## src/rtl/uart_pkg.sv

```systemverilog
// Shared UART definitions: receive FSM states and divider floor.
package uart_pkg;

  localparam int UART_MIN_DIV = 4;

  typedef enum logic [2:0] {
    RX_IDLE,
    RX_START,
    RX_DATA,
    RX_PARITY,
    RX_STOP1,
    RX_STOP2,
    RX_WAIT_HI
  } uart_rx_state_t;

endpackage

```

## src/rtl/uart_rx_core_if.sv

```systemverilog
// Valid/ready handoff of a received byte and its error flags to the register stage.
interface uart_rx_core_if #(
  parameter int DATA_W = 8
);

  logic [DATA_W-1:0] rx_data;
  logic              rx_perr;
  logic              rx_ferr;
  logic              rx_valid;
  logic              rx_ready;

  modport master (
    output rx_data, rx_perr, rx_ferr, rx_valid,
    input  rx_ready
  );

  modport slave (
    input  rx_data, rx_perr, rx_ferr, rx_valid,
    output rx_ready
  );

endinterface

```

## src/rtl/uart_rx_sync.sv

```systemverilog
// Metastability synchroniser for the serial line plus falling-edge detector.
// The edge output is held off until every stage carries a real post-reset
// sample, so a line that is already low when reset releases is not an edge.
module uart_rx_sync #(
  parameter int SYNC_STAGES = 2
) (
  input  logic clk,
  input  logic resetn,
  input  logic rx,
  output logic rx_s,
  output logic fall
);

  logic [SYNC_STAGES-1:0] sync_q;
  logic                   rx_s_d;
  logic [SYNC_STAGES:0]   live_q;

  // Shift the line through the synchroniser and track which stages hold live data.
  // NOTE: non-blocking assignments make every flop sample the pre-edge value, so the chain really is a chain.
  always_ff @(posedge clk) begin
    if (!resetn) begin
      sync_q <= '1;
      rx_s_d <= 1'b1;
      live_q <= '0;
    end else begin
      sync_q <= {sync_q[SYNC_STAGES-2:0], rx};
      rx_s_d <= sync_q[SYNC_STAGES-1];
      live_q <= {live_q[SYNC_STAGES-1:0], 1'b1};
    end
  end

  assign rx_s = sync_q[SYNC_STAGES-1];
  assign fall = live_q[SYNC_STAGES] & rx_s_d & ~rx_s;

endmodule

```

## src/rtl/uart_rx_core.sv

```systemverilog
// UART receive engine: start detection, mid-bit sampling of data, optional
// parity and 1/2 stop bits, and a one-entry holding register with overrun.
module uart_rx_core
  import uart_pkg::*;
#(
  parameter int DATA_W      = 8,
  parameter int DIV_W       = 16,
  parameter int SYNC_STAGES = 2
) (
  input  logic             clk,
  input  logic             resetn,
  input  logic             en,
  input  logic [DIV_W-1:0] baud_div,
  input  logic             parity_en,
  input  logic             parity_odd,
  input  logic             stop2,
  input  logic             rx,
  output logic             overrun,
  output logic             busy,
  uart_rx_core_if.master   rx_bus
);

  localparam int BIT_W = $clog2(DATA_W);

  uart_rx_state_t    state_q, state_d;
  logic [DIV_W-1:0]  cnt_q, cnt_d;
  logic [BIT_W-1:0]  bit_q, bit_d;
  logic [DATA_W-1:0] sh_q, sh_d;
  logic              perr_q, perr_d;
  logic              ferr_q, ferr_d;
  logic              deliver_q, deliver_d;
  logic              rx_s;
  logic              fall;
  logic              strobe;
  logic [DIV_W-1:0]  eff_div;

  uart_rx_sync #(.SYNC_STAGES(SYNC_STAGES)) u_sync (
    .clk    (clk),
    .resetn (resetn),
    .rx     (rx),
    .rx_s   (rx_s),
    .fall   (fall)
  );

  assign eff_div = (baud_div < DIV_W'(UART_MIN_DIV)) ? DIV_W'(UART_MIN_DIV) : baud_div;
  assign strobe  = (cnt_q == '0);
  assign busy    = (state_q != RX_IDLE);

  // FSM, bit timer and frame datapath registers.
  always_ff @(posedge clk) begin
    if (!resetn) begin
      state_q   <= RX_IDLE;
      cnt_q     <= '0;
      bit_q     <= '0;
      sh_q      <= '0;
      perr_q    <= 1'b0;
      ferr_q    <= 1'b0;
      deliver_q <= 1'b0;
    end else begin
      state_q   <= state_d;
      cnt_q     <= cnt_d;
      bit_q     <= bit_d;
      sh_q      <= sh_d;
      perr_q    <= perr_d;
      ferr_q    <= ferr_d;
      deliver_q <= deliver_d;
    end
  end

  // Next-state and datapath updates; each sample strobe advances one frame bit.
  always_comb begin
    // NOTE: every signal gets a default before the case so no path leaves it unassigned (no latch).
    state_d   = state_q;
    cnt_d     = strobe ? eff_div - 1'b1 : cnt_q - 1'b1;
    bit_d     = bit_q;
    sh_d      = sh_q;
    perr_d    = perr_q;
    ferr_d    = ferr_q;
    deliver_d = 1'b0;
    case (state_q)
      RX_IDLE: begin
        if (en && fall) begin
          // Half a bit to land the first strobe in the middle of the start bit.
          state_d = RX_START;
          cnt_d   = (eff_div >> 1) - 1'b1;
          bit_d   = '0;
          perr_d  = 1'b0;
          ferr_d  = 1'b0;
        end
      end
      RX_START: begin
        if (strobe) state_d = rx_s ? RX_IDLE : RX_DATA;
      end
      RX_DATA: begin
        if (strobe) begin
          sh_d  = {rx_s, sh_q[DATA_W-1:1]};
          bit_d = bit_q + 1'b1;
          if (bit_q == BIT_W'(DATA_W - 1)) state_d = parity_en ? RX_PARITY : RX_STOP1;
        end
      end
      RX_PARITY: begin
        if (strobe) begin
          perr_d  = ((^sh_q) ^ rx_s) != parity_odd;
          state_d = RX_STOP1;
        end
      end
      RX_STOP1: begin
        if (strobe) begin
          ferr_d = ferr_q | ~rx_s;
          if (stop2) begin
            state_d = RX_STOP2;
          end else begin
            deliver_d = 1'b1;
            state_d   = rx_s ? RX_IDLE : RX_WAIT_HI;
          end
        end
      end
      RX_STOP2: begin
        if (strobe) begin
          ferr_d    = ferr_q | ~rx_s;
          deliver_d = 1'b1;
          state_d   = rx_s ? RX_IDLE : RX_WAIT_HI;
        end
      end
      RX_WAIT_HI: begin
        // A low stop bit means break or framing loss: wait for the line to recover.
        if (rx_s) state_d = RX_IDLE;
      end
      default: state_d = RX_IDLE;
    endcase
    if (!en) begin
      state_d   = RX_IDLE;
      deliver_d = 1'b0;
    end
  end

  // Holding register: accept a finished frame if empty or being read, else flag overrun.
  always_ff @(posedge clk) begin
    if (!resetn) begin
      rx_bus.rx_data  <= '0;
      rx_bus.rx_perr  <= 1'b0;
      rx_bus.rx_ferr  <= 1'b0;
      rx_bus.rx_valid <= 1'b0;
      overrun         <= 1'b0;
    end else begin
      overrun <= 1'b0;
      if (deliver_q) begin
        if (!rx_bus.rx_valid || rx_bus.rx_ready) begin
          rx_bus.rx_data  <= sh_q;
          rx_bus.rx_perr  <= perr_q;
          rx_bus.rx_ferr  <= ferr_q;
          rx_bus.rx_valid <= 1'b1;
        end else begin
          overrun <= 1'b1;
        end
      end else if (rx_bus.rx_valid && rx_bus.rx_ready) begin
        rx_bus.rx_valid <= 1'b0;
      end
    end
  end

endmodule

```

## src/flat_wrapper.sv

```systemverilog
// flat-port wrapper written by rule: the top's interface ports become plain ports
module uart_rx_core_flat import uart_pkg::*;
#(
  parameter int DATA_W      = 8,
  parameter int DIV_W       = 16,
  parameter int SYNC_STAGES = 2
)
  (clk, resetn, en, baud_div, parity_en, parity_odd, stop2, rx, overrun, busy, rx_bus_rx_data, rx_bus_rx_perr, rx_bus_rx_ferr, rx_bus_rx_valid, rx_bus_rx_ready);
  uart_rx_core_if #(.DATA_W(DATA_W)) rx_bus_i ();
  input  logic clk;
  input  logic resetn;
  input  logic en;
  input  logic [DIV_W-1:0] baud_div;
  input  logic parity_en;
  input  logic parity_odd;
  input  logic stop2;
  input  logic rx;
  output logic overrun;
  output logic busy;
  output wire logic [$bits(rx_bus_i.rx_data)-1:0] rx_bus_rx_data;
  output wire logic [$bits(rx_bus_i.rx_perr)-1:0] rx_bus_rx_perr;
  output wire logic [$bits(rx_bus_i.rx_ferr)-1:0] rx_bus_rx_ferr;
  output wire logic [$bits(rx_bus_i.rx_valid)-1:0] rx_bus_rx_valid;
  input wire logic [$bits(rx_bus_i.rx_ready)-1:0] rx_bus_rx_ready;
  assign rx_bus_rx_data = rx_bus_i.rx_data;
  assign rx_bus_rx_perr = rx_bus_i.rx_perr;
  assign rx_bus_rx_ferr = rx_bus_i.rx_ferr;
  assign rx_bus_rx_valid = rx_bus_i.rx_valid;
  assign rx_bus_i.rx_ready = rx_bus_rx_ready;
  uart_rx_core #(.DATA_W(DATA_W), .DIV_W(DIV_W), .SYNC_STAGES(SYNC_STAGES)) u_core (.clk(clk), .resetn(resetn), .en(en), .baud_div(baud_div), .parity_en(parity_en), .parity_odd(parity_odd), .stop2(stop2), .rx(rx), .overrun(overrun), .busy(busy), .rx_bus(rx_bus_i));
endmodule
```

## config.mk

```make
export PLATFORM = sky130hd
export DESIGN_NAME = uart_rx_core_flat
export DESIGN_NICKNAME = d
export VERILOG_FILES = /design/src/rtl/uart_pkg.sv /design/src/rtl/uart_rx_core_if.sv /design/src/rtl/uart_rx_sync.sv /design/src/rtl/uart_rx_core.sv /design/src/flat_wrapper.sv
export SDC_FILE = /design/constraint.sdc
export NUM_CORES = 1
export LEC_CHECK = 0
export CAP_MARGIN = 10
export CORE_MARGIN = 2
export CORE_UTILIZATION = 50
export CTS_BUF_LIST = sky130_fd_sc_hd__clkbuf_4
export DETAILED_ROUTE_END_ITERATION = 7
export GPL_TIMING_DRIVEN = 0
export HOLD_SLACK_MARGIN = 0.1
export PLACE_DENSITY = 0.7
export SETUP_SLACK_MARGIN = 0.1
export SYNTH_ARGS = -nofsm -noshare
export SYNTH_HDL_FRONTEND = slang
export SYNTH_SLANG_ARGS = --single-unit
```

## constraint.sdc

```tcl
create_clock -name clk -period 4.2 [get_ports clk]
set_input_delay 0.42 -clock clk [delete_from_list [all_inputs] [get_ports clk]]
set_output_delay 0.42 -clock clk [all_outputs]
set_load 0.005 [all_outputs]
```

==> summary.log <==
INFO  critical_path  crit_path_start=baud_div[12]
INFO  floorplanning  floorplan.die.width=81.19µm
INFO  logic_synthesis synth.lib_cells_used.distinct=59
INFO  logic_synthesis syn_avg_cell_area=7.923µm²
INFO  cells_and_area finish.instance_area=3555µm²
INFO  logic_synthesis synthFlopType=sky130_fd_sc_hd__dfxtp_1
INFO  detailed_routing num_vias=2934
INFO  power_and_ir_drop p_per_area=415.3nW/µm²
INFO  logic_synthesis synth-seq-area-share=34.27%
INFO  global_routing gr-usage-met3=3.444%
INFO  cts            htree_num_levels=2
INFO  critical_path  r2r_end=u_core.cnt_q[10]$_SDFF_PN0_
INFO  detailed_routing drt_pass1_iterations=5
INFO  logic_synthesis post_syn_instances=376
INFO  cts            clk_root_buffer_cell=sky130_fd_sc_hd__clkbuf_4
INFO  logic_synthesis yosys.area.top_type_share=34.27%
INFO  floorplanning  die_h=81.19µm
INFO  cts            tritoncts.num_buffers=5
INFO  cells_and_area count_of_placed_standard_cells_in_the_final_layout_fillers_left_out=493
INFO  placed_design  placed_area=3403µm²
INFO  cells_and_area antennaDiodeCount=0
INFO  detailed_routing drc=0
INFO  global_routing use_met1=37.03%
INFO  logic_synthesis ys_top_cells_by_area=sky130_fd_sc_hd__dfxtp_1 34%, sky130_fd_sc_hd__a21oi_1 5.5%, sky130_fd_sc_hd__nand2_1 5.0%
INFO  cells_and_area postLayoutCoreUtil=60.76%
INFO  floorplanning  num_rows=28
INFO  cells_and_area final_layout_size_suffix_gt1_share=8.852%
INFO  placed_design  numPortBuffers=33
INFO  power_and_ir_drop peakVddDrop=0.2471mV
INFO  logic_synthesis synth-edff-count=0
INFO  floorplanning  design.core.area=5851µm²
INFO  detailed_routing drtAntennaViolNets=0
INFO  detailed_routing vias_per_cell=5.951
INFO  timing         fin_crit_sh=95.61%
INFO  timing         slew_headroom=42.37%
INFO  cts            tritoncts=yes
INFO  placed_design  place.detailed.instances=484
INFO  cells_and_area n_fill_cell=522
INFO  global_routing grt-busiest-layer=met2
INFO  power_and_ir_drop leakagePower=1.293nW
INFO  placed_design  dp_hpwl=5714µm
INFO  logic_synthesis asyncSetResetFlopFracSynth=0%
INFO  timing         final_period_minus_worst_setup_slack=4015ps
INFO  cts            clock_tree.buffer_depth=2
INFO  global_routing grt_util_all_layers=25.77%
INFO  logic_synthesis number_of_synthesized_register_bits=51
INFO  detailed_routing wire_length_reported_by_the_detailed_router=8020µm
INFO  logic_synthesis synth_top_area_cell=sky130_fd_sc_hd__dfxtp_1
INFO  critical_path  cp-endpoint=u_core.cnt_q[14]$_SDFF_PN0_
INFO  cts            clk-insertion-delay-late=380ps
INFO  global_routing overflow_after_grt=0
INFO  floorplanning  die-area=6592µm²
INFO  critical_path  critical_path_arrival=4280ps
INFO  detailed_routing route.detailed.wl_per_inst=16.27µm
INFO  logic_synthesis syn_area=2979µm²
INFO  timing         timing.setup.tns=0ps
INFO  cells_and_area syn_to_final_growth=19.32%
INFO  global_routing grt_use_met2=40.83%
INFO  critical_path  r2r_start=u_core.cnt_q[3]$_SDFF_PN0_
INFO  cells_and_area nNetsFinal=445
INFO  critical_path  path_max_fanout=10
INFO  floorplanning  initial_core_util=50.92%
INFO  logic_synthesis mappedNetlistNets=404
INFO  critical_path  timing.reg2reg.setup_slack=590ps
INFO  logic_synthesis synth-warning-count=0
INFO  critical_path  crit_path_start_kind=primary input
INFO  critical_path  crit_required=4470ps
INFO  cts            cts.sink_count=51
INFO  timing         finClkSkew=10.48ps
INFO  cells_and_area ff_latch_area=1021µm²
INFO  timing         grt_setup_unrepaired=no
INFO  detailed_routing detail_route.iter0.violations=213
INFO  timing         timing_worst_slew_pin_value=861.3ps
INFO  critical_path  worst_r2r_path_depth=15
INFO  global_routing grt_pass1_wl=13210µm
INFO  run            cap_violations=0
INFO  critical_path  worst_setup_path_end_kind=flop
INFO  power_and_ir_drop post-layout-total-power=1.476mW
INFO  placed_design  final_weighted_congestion_in_routability_driven_placement=0.9417
INFO  timing         clock.fmax=0.2490GHz
INFO  critical_path  crit_type=in -> reg
INFO  cts            clkTransAtPathRegs=150ps
INFO  worst_hold_path min_path_type=reg -> reg
INFO  global_routing number_of_antenna_violations_at_the_first_check_in_global_routing=0
INFO  timing         drv_slew=0
INFO  timing         finalSetupViolCount=0
INFO  cells_and_area multi_input_area=1893µm²
INFO  timing         hold_viol=0
INFO  floorplanning  pin_count=37
INFO  global_routing grt_pass1_vias=2675
INFO  global_routing maximum_number_of_pins_on_one_net_before_global_route_repair=17
INFO  status         result_of_the_run=completed
-- placed cells by master, fill, tap and decap left out, types with 5 or more instances in the layout --
cell	n
sky130_fd_sc_hd__a21oi_1	33
sky130_fd_sc_hd__a31oi_1	9
sky130_fd_sc_hd__buf_2	7
sky130_fd_sc_hd__clkbuf_1	18
sky130_fd_sc_hd__clkbuf_4	5
sky130_fd_sc_hd__clkdlybuf4s50_1	30
sky130_fd_sc_hd__dfxtp_1	51
sky130_fd_sc_hd__mux2i_1	12
sky130_fd_sc_hd__nand2_1	40
sky130_fd_sc_hd__nand2b_1	9
sky130_fd_sc_hd__nand3_1	7
sky130_fd_sc_hd__nand4_1	5
sky130_fd_sc_hd__nor2_1	33
sky130_fd_sc_hd__nor3_1	17
sky130_fd_sc_hd__o21ai_0	23
sky130_fd_sc_hd__or4_1	5
sky130_fd_sc_hd__xnor2_1	14
sky130_fd_sc_hd__xor2_1	9
-- report_power, final --
group	leakage, nW	switching, mW	internal (mW)
Sequential	0.415	0.0539	0.533
Clock	0.0288	0.165	0.0647
Combinational	0.849	0.389	0.271
-- timing repair --
item                       CTS  global route
hold buffers                 0             0
setup endpoints to repair    2             3
gates resized for setup      6            13
pin swaps                    0             2
setup buffers                0             1
hold endpoints to repair     0             0
-- routing by layer --
metal	vias to the layer above	wire length, µm
met2	104	3563
met3	15	522
met5	-	0
met4	0	128
li1	1453	-
met1	1362	3806
-- synth_stat cells, types with 3 or more instances --
library cell	n
sky130_fd_sc_hd__a21oi_1	33
sky130_fd_sc_hd__mux2i_1	12
sky130_fd_sc_hd__clkbuf_1	19
sky130_fd_sc_hd__nand4_1	5
sky130_fd_sc_hd__o41ai_1	4
sky130_fd_sc_hd__xor2_1	9
sky130_fd_sc_hd__o21ai_0	23
sky130_fd_sc_hd__inv_1	4
sky130_fd_sc_hd__o21ai_1	3
sky130_fd_sc_hd__a31oi_1	10
sky130_fd_sc_hd__and3_1	3
sky130_fd_sc_hd__and2_1	3
sky130_fd_sc_hd__dfxtp_1	51
sky130_fd_sc_hd__nand3_1	7
sky130_fd_sc_hd__nand2_1	40
sky130_fd_sc_hd__nand2b_1	9
sky130_fd_sc_hd__xnor2_1	14
sky130_fd_sc_hd__ha_1	4
sky130_fd_sc_hd__nor2_1	33
sky130_fd_sc_hd__or4_1	5
sky130_fd_sc_hd__o31ai_1	3
sky130_fd_sc_hd__nor3_1	17
sky130_fd_sc_hd__or3_1	3
sky130_fd_sc_hd__buf_2	6
sky130_fd_sc_hd__a211oi_1	4
sky130_fd_sc_hd__o211ai_1	4
sky130_fd_sc_hd__or2_2	4
-- worst min path at each step --
stage,depth (start not counted),start,to
after floorplan,1,u_core.u_sync.sync_q[0]$_SDFF_PN1_,u_core.u_sync.sync_q[1]$_SDFF_PN1_
after global placement,1,u_core.u_sync.sync_q[0]$_SDFF_PN1_,u_core.u_sync.sync_q[1]$_SDFF_PN1_
after detailed placement,1,u_core.u_sync.sync_q[0]$_SDFF_PN1_,u_core.u_sync.sync_q[1]$_SDFF_PN1_
after CTS,3,baud_div[7],u_core.cnt_q[7]$_SDFF_PN0_
after global routing,3,baud_div[7],u_core.cnt_q[7]$_SDFF_PN0_
final,1,u_core.u_sync.sync_q[0]$_SDFF_PN1_,u_core.u_sync.sync_q[1]$_SDFF_PN1_
-- worst max-delay path, stage by stage --
cell,delay [ps]
sky130_fd_sc_hd__clkdlybuf4s50_1,450
sky130_fd_sc_hd__or3_4,380
sky130_fd_sc_hd__or4_4,470
sky130_fd_sc_hd__buf_6,160
sky130_fd_sc_hd__or3_4,390
sky130_fd_sc_hd__a31oi_4,210
sky130_fd_sc_hd__ha_2,210
sky130_fd_sc_hd__or3b_1,340
sky130_fd_sc_hd__buf_2,170
sky130_fd_sc_hd__nor4_4,280
sky130_fd_sc_hd__o21ai_4,160
sky130_fd_sc_hd__a2111oi_4,360
sky130_fd_sc_hd__xor2_1,170
sky130_fd_sc_hd__a21oi_1,80
-- cells by family after synthesis --
kind of cell | synth area share, %
DFF | 34.27
adders and majority gates | 1.680
and+or+nand+nor | 24.28
buffers and inverters | 4.788
AOI/OAI and AO/OA | 24.19
xor gates and xnor gates | 6.762
muxes | 4.032
-- flip-flops by register name, summed over array words and instances (netlist names), 2 cells and up --
name / count
u_core.sh_q: 8
u_core.u_sync.sync_q: 2
u_core.cnt_q: 16
u_core.state_q: 3
u_core.bit_q: 3
u_core.rx_bus.rx_data: 8
u_core.u_sync.live_q: 3
-- metrics by stage --
| step | worst slack (ps) | hold slack, ps |
|---|---|---|
| final | 184.5 | 423.7 |
| after global routing | 65.04 | 430.3 |
| after CTS | 114.5 | 408.1 |
| after detailed placement | -552.6 | 391.6 |
| after global placement | -495.4 | 395.8 |
| after floorplan | 346.8 | 386.3 |
-- cell type report --
| cell class | instances | share of cell area [%] |
|---|---|---|
| inverters | 5 | 0.5280 |
| plain buffers | 27 | 3.520 |
| well taps | 75 | 2.640 |
| multi-input cells | 293 | 53.26 |
| flip-flops and latches | 51 | 28.72 |
| repair buffers | 34 | 9.715 |
| clock buffers | 5 | 1.056 |
| clock inverters | 3 | 0.5632 |
Power figures use the tool's default switching activity.
==> RTL edit (config.mk and constraints unchanged) <==
Re-encode `uart_rx_state_t` (7 states) as one-hot, 7 bits wide.
--- a/src/rtl/uart_pkg.sv
+++ b/src/rtl/uart_pkg.sv
@@ -3,14 +3,14 @@
 
   localparam int UART_MIN_DIV = 4;
 
-  typedef enum logic [2:0] {
-    RX_IDLE,
-    RX_START,
-    RX_DATA,
-    RX_PARITY,
-    RX_STOP1,
-    RX_STOP2,
-    RX_WAIT_HI
+  typedef enum logic [6:0] {
+    RX_IDLE    = 7'b0000001,
+    RX_START   = 7'b0000010,
+    RX_DATA    = 7'b0000100,
+    RX_PARITY  = 7'b0001000,
+    RX_STOP1   = 7'b0010000,
+    RX_STOP2   = 7'b0100000,
+    RX_WAIT_HI = 7'b1000000
   } uart_rx_state_t;
 
 endpackage
Check against the original RTL: same outputs for any inputs over 10 cycles, from zero or initial values and one cycle with resetn low; not proved beyond that.
==> RTL edit against the original RTL <==
  * Die area grew 5.0%
  * Combinational power grew 2%
  * Sequential cell count grew 4
  * Clock skew grew 0.014 ns
  * Total power grew 6.5%
  * Core utilization shrank 0.11 points
  * Area after synthesis grew 5.3%
  * Register-to-register slack gained 0.53 ns
  * Wire length shrank 6.1%
  * Worst setup slack gained 0.89 ns
  * Count of clock-buffer cells in the layout is the same
  * Cell area grew 2.2%
==> RTL edit: results <==
group,metric,value,unit
clocking,htree_levels,2,
grt,grt_pass1_vias,2605,
grt,grt_usage,0.217,
route,dr_total_vias,2803,
grt,use_met3,0.0368,
place,dp_worst_setup_slack,0.725,ns
synth,synthTopCellsByArea,"dfxtp_1, nor2_1, a21oi_1, xnor2_1, mux2i_1",
grt,antenna_found_initial,0,
sta,relSlewSlack,0.543,
power_and_ir_drop,intPower,929,µW
place,io_buffers,34,
power_and_ir_drop,max-vdd-ir-drop,0.301,mV
clocking,cts_resized,0,
grt,grt_max_degree,20,
setup_path,crit_fanout,9,
grt,met2_usage,0.346,
outcome,status,"complete, no violations",
grt,grt_pass1_wl,12600,µm
power_and_ir_drop,p_leak,1.31,nW
route,drt-initial-drc-count,150,
final_layout,nets,437,
place,placed_area,3570,µm²
setup_path,crit_arrival,3.43,ns
final_layout,stdcell_count,485,
synth,avgSynthCellArea,8.52,µm²
place,gp_congestion,0.974,
synth,synth_nets,396,
route,wl_per_cell,15.5,µm
sta,finalClockSkew,0.0244,ns
synth,synth_commonest_cells,"dfxtp_1, nor2_1, nand2_1",
place,place_hpwl,5730,µm
place,dp_cells,477,
final_layout,drive_above_1_share,0.0805,
grt,grt_util_met1,0.312,
synth,seq_area_frac_synth,0.351,
route,first_pass_iters,4,
RTL edit: cell types whose count changed after synthesis, moves of 4 or more:
cell / before / now
nand2_1: 40 / 34
nor2_1: 33 / 48
nor3_1: 17 / 13
nor4_4: 0 / 6
dfxtp_1: 51 / 55
a31oi_1: 10 / 3
clkbuf_1: 19 / 10
xnor2_1: 14 / 18
o41ai_1: 4 / 0
o21ai_0: 23 / 10
RTL edit: area by class of cell:
class                      instances  area, µm²
clock buffer                       5       37.5
clock inverter                     3       25.0
multi-input combinational        289       1940
sequential                        55       1100
buffer                            16       67.6
tap                               75       93.8
timing repair buffer              34        340
inverter                           8       32.5
fill                             563       2360
RTL edit: critical path, stage by stage:
cell and delay (ns):
clkdlybuf4s50_1 0.51, nor4_1 0.58, nand4_1 0.19, or2_2 0.33
a31oi_1 0.19, ha_1 0.26, o211ai_4 0.16, nor3_2 0.25
mux2_4 0.32, a221oi_2 0.22
RTL edit: cells by family after synthesis:
group | after synthesis | synth area share
flip-flops | 55 | 0.351
AO/OA/AOI/OAI | 80 | 0.180
adder cells (fa/ha/maj) | 4 | 0.0160
XOR/XNOR | 27 | 0.0754
buffers and inverters | 24 | 0.0319
AND/OR/NAND/NOR | 163 | 0.296
multiplexers | 15 | 0.0495
RTL edit: worst paths after layout:
path	from	end	slack [ns]	cells after the start
max reg2reg	u_core.cnt_q[11]$_SDFF_PN0_	u_core.cnt_q[14]$_SDFF_PN0_	1.12	10
min	u_core.u_sync.sync_q[0]$_SDFF_PN1_	u_core.u_sync.sync_q[1]$_SDFF_PN1_	0.43	1
min reg2reg	u_core.u_sync.sync_q[0]$_SDFF_PN1_	u_core.u_sync.sync_q[1]$_SDFF_PN1_	0.43	1
max	baud_div[12]	u_core.cnt_q[14]$_SDFF_PN0_	1.07	10
RTL edit: power groups by stage:
stage               clock network (mW)  registers (mW)  logic, mW
floorplan                            0           0.636      0.519
global placement                     0           0.651      0.657
detailed placement                   0           0.652      0.665
CTS                              0.262           0.641      0.668
global route                     0.282           0.650      0.749
finish                           0.253           0.643      0.676
RTL edit: per-layer routing:
layer | up-vias | wire, µm
met5 | - | 0
met4 | 0 | 21
met3 | 2 | 353
met2 | 69 | 3510
met1 | 1305 | 3640
li1 | 1427 | -
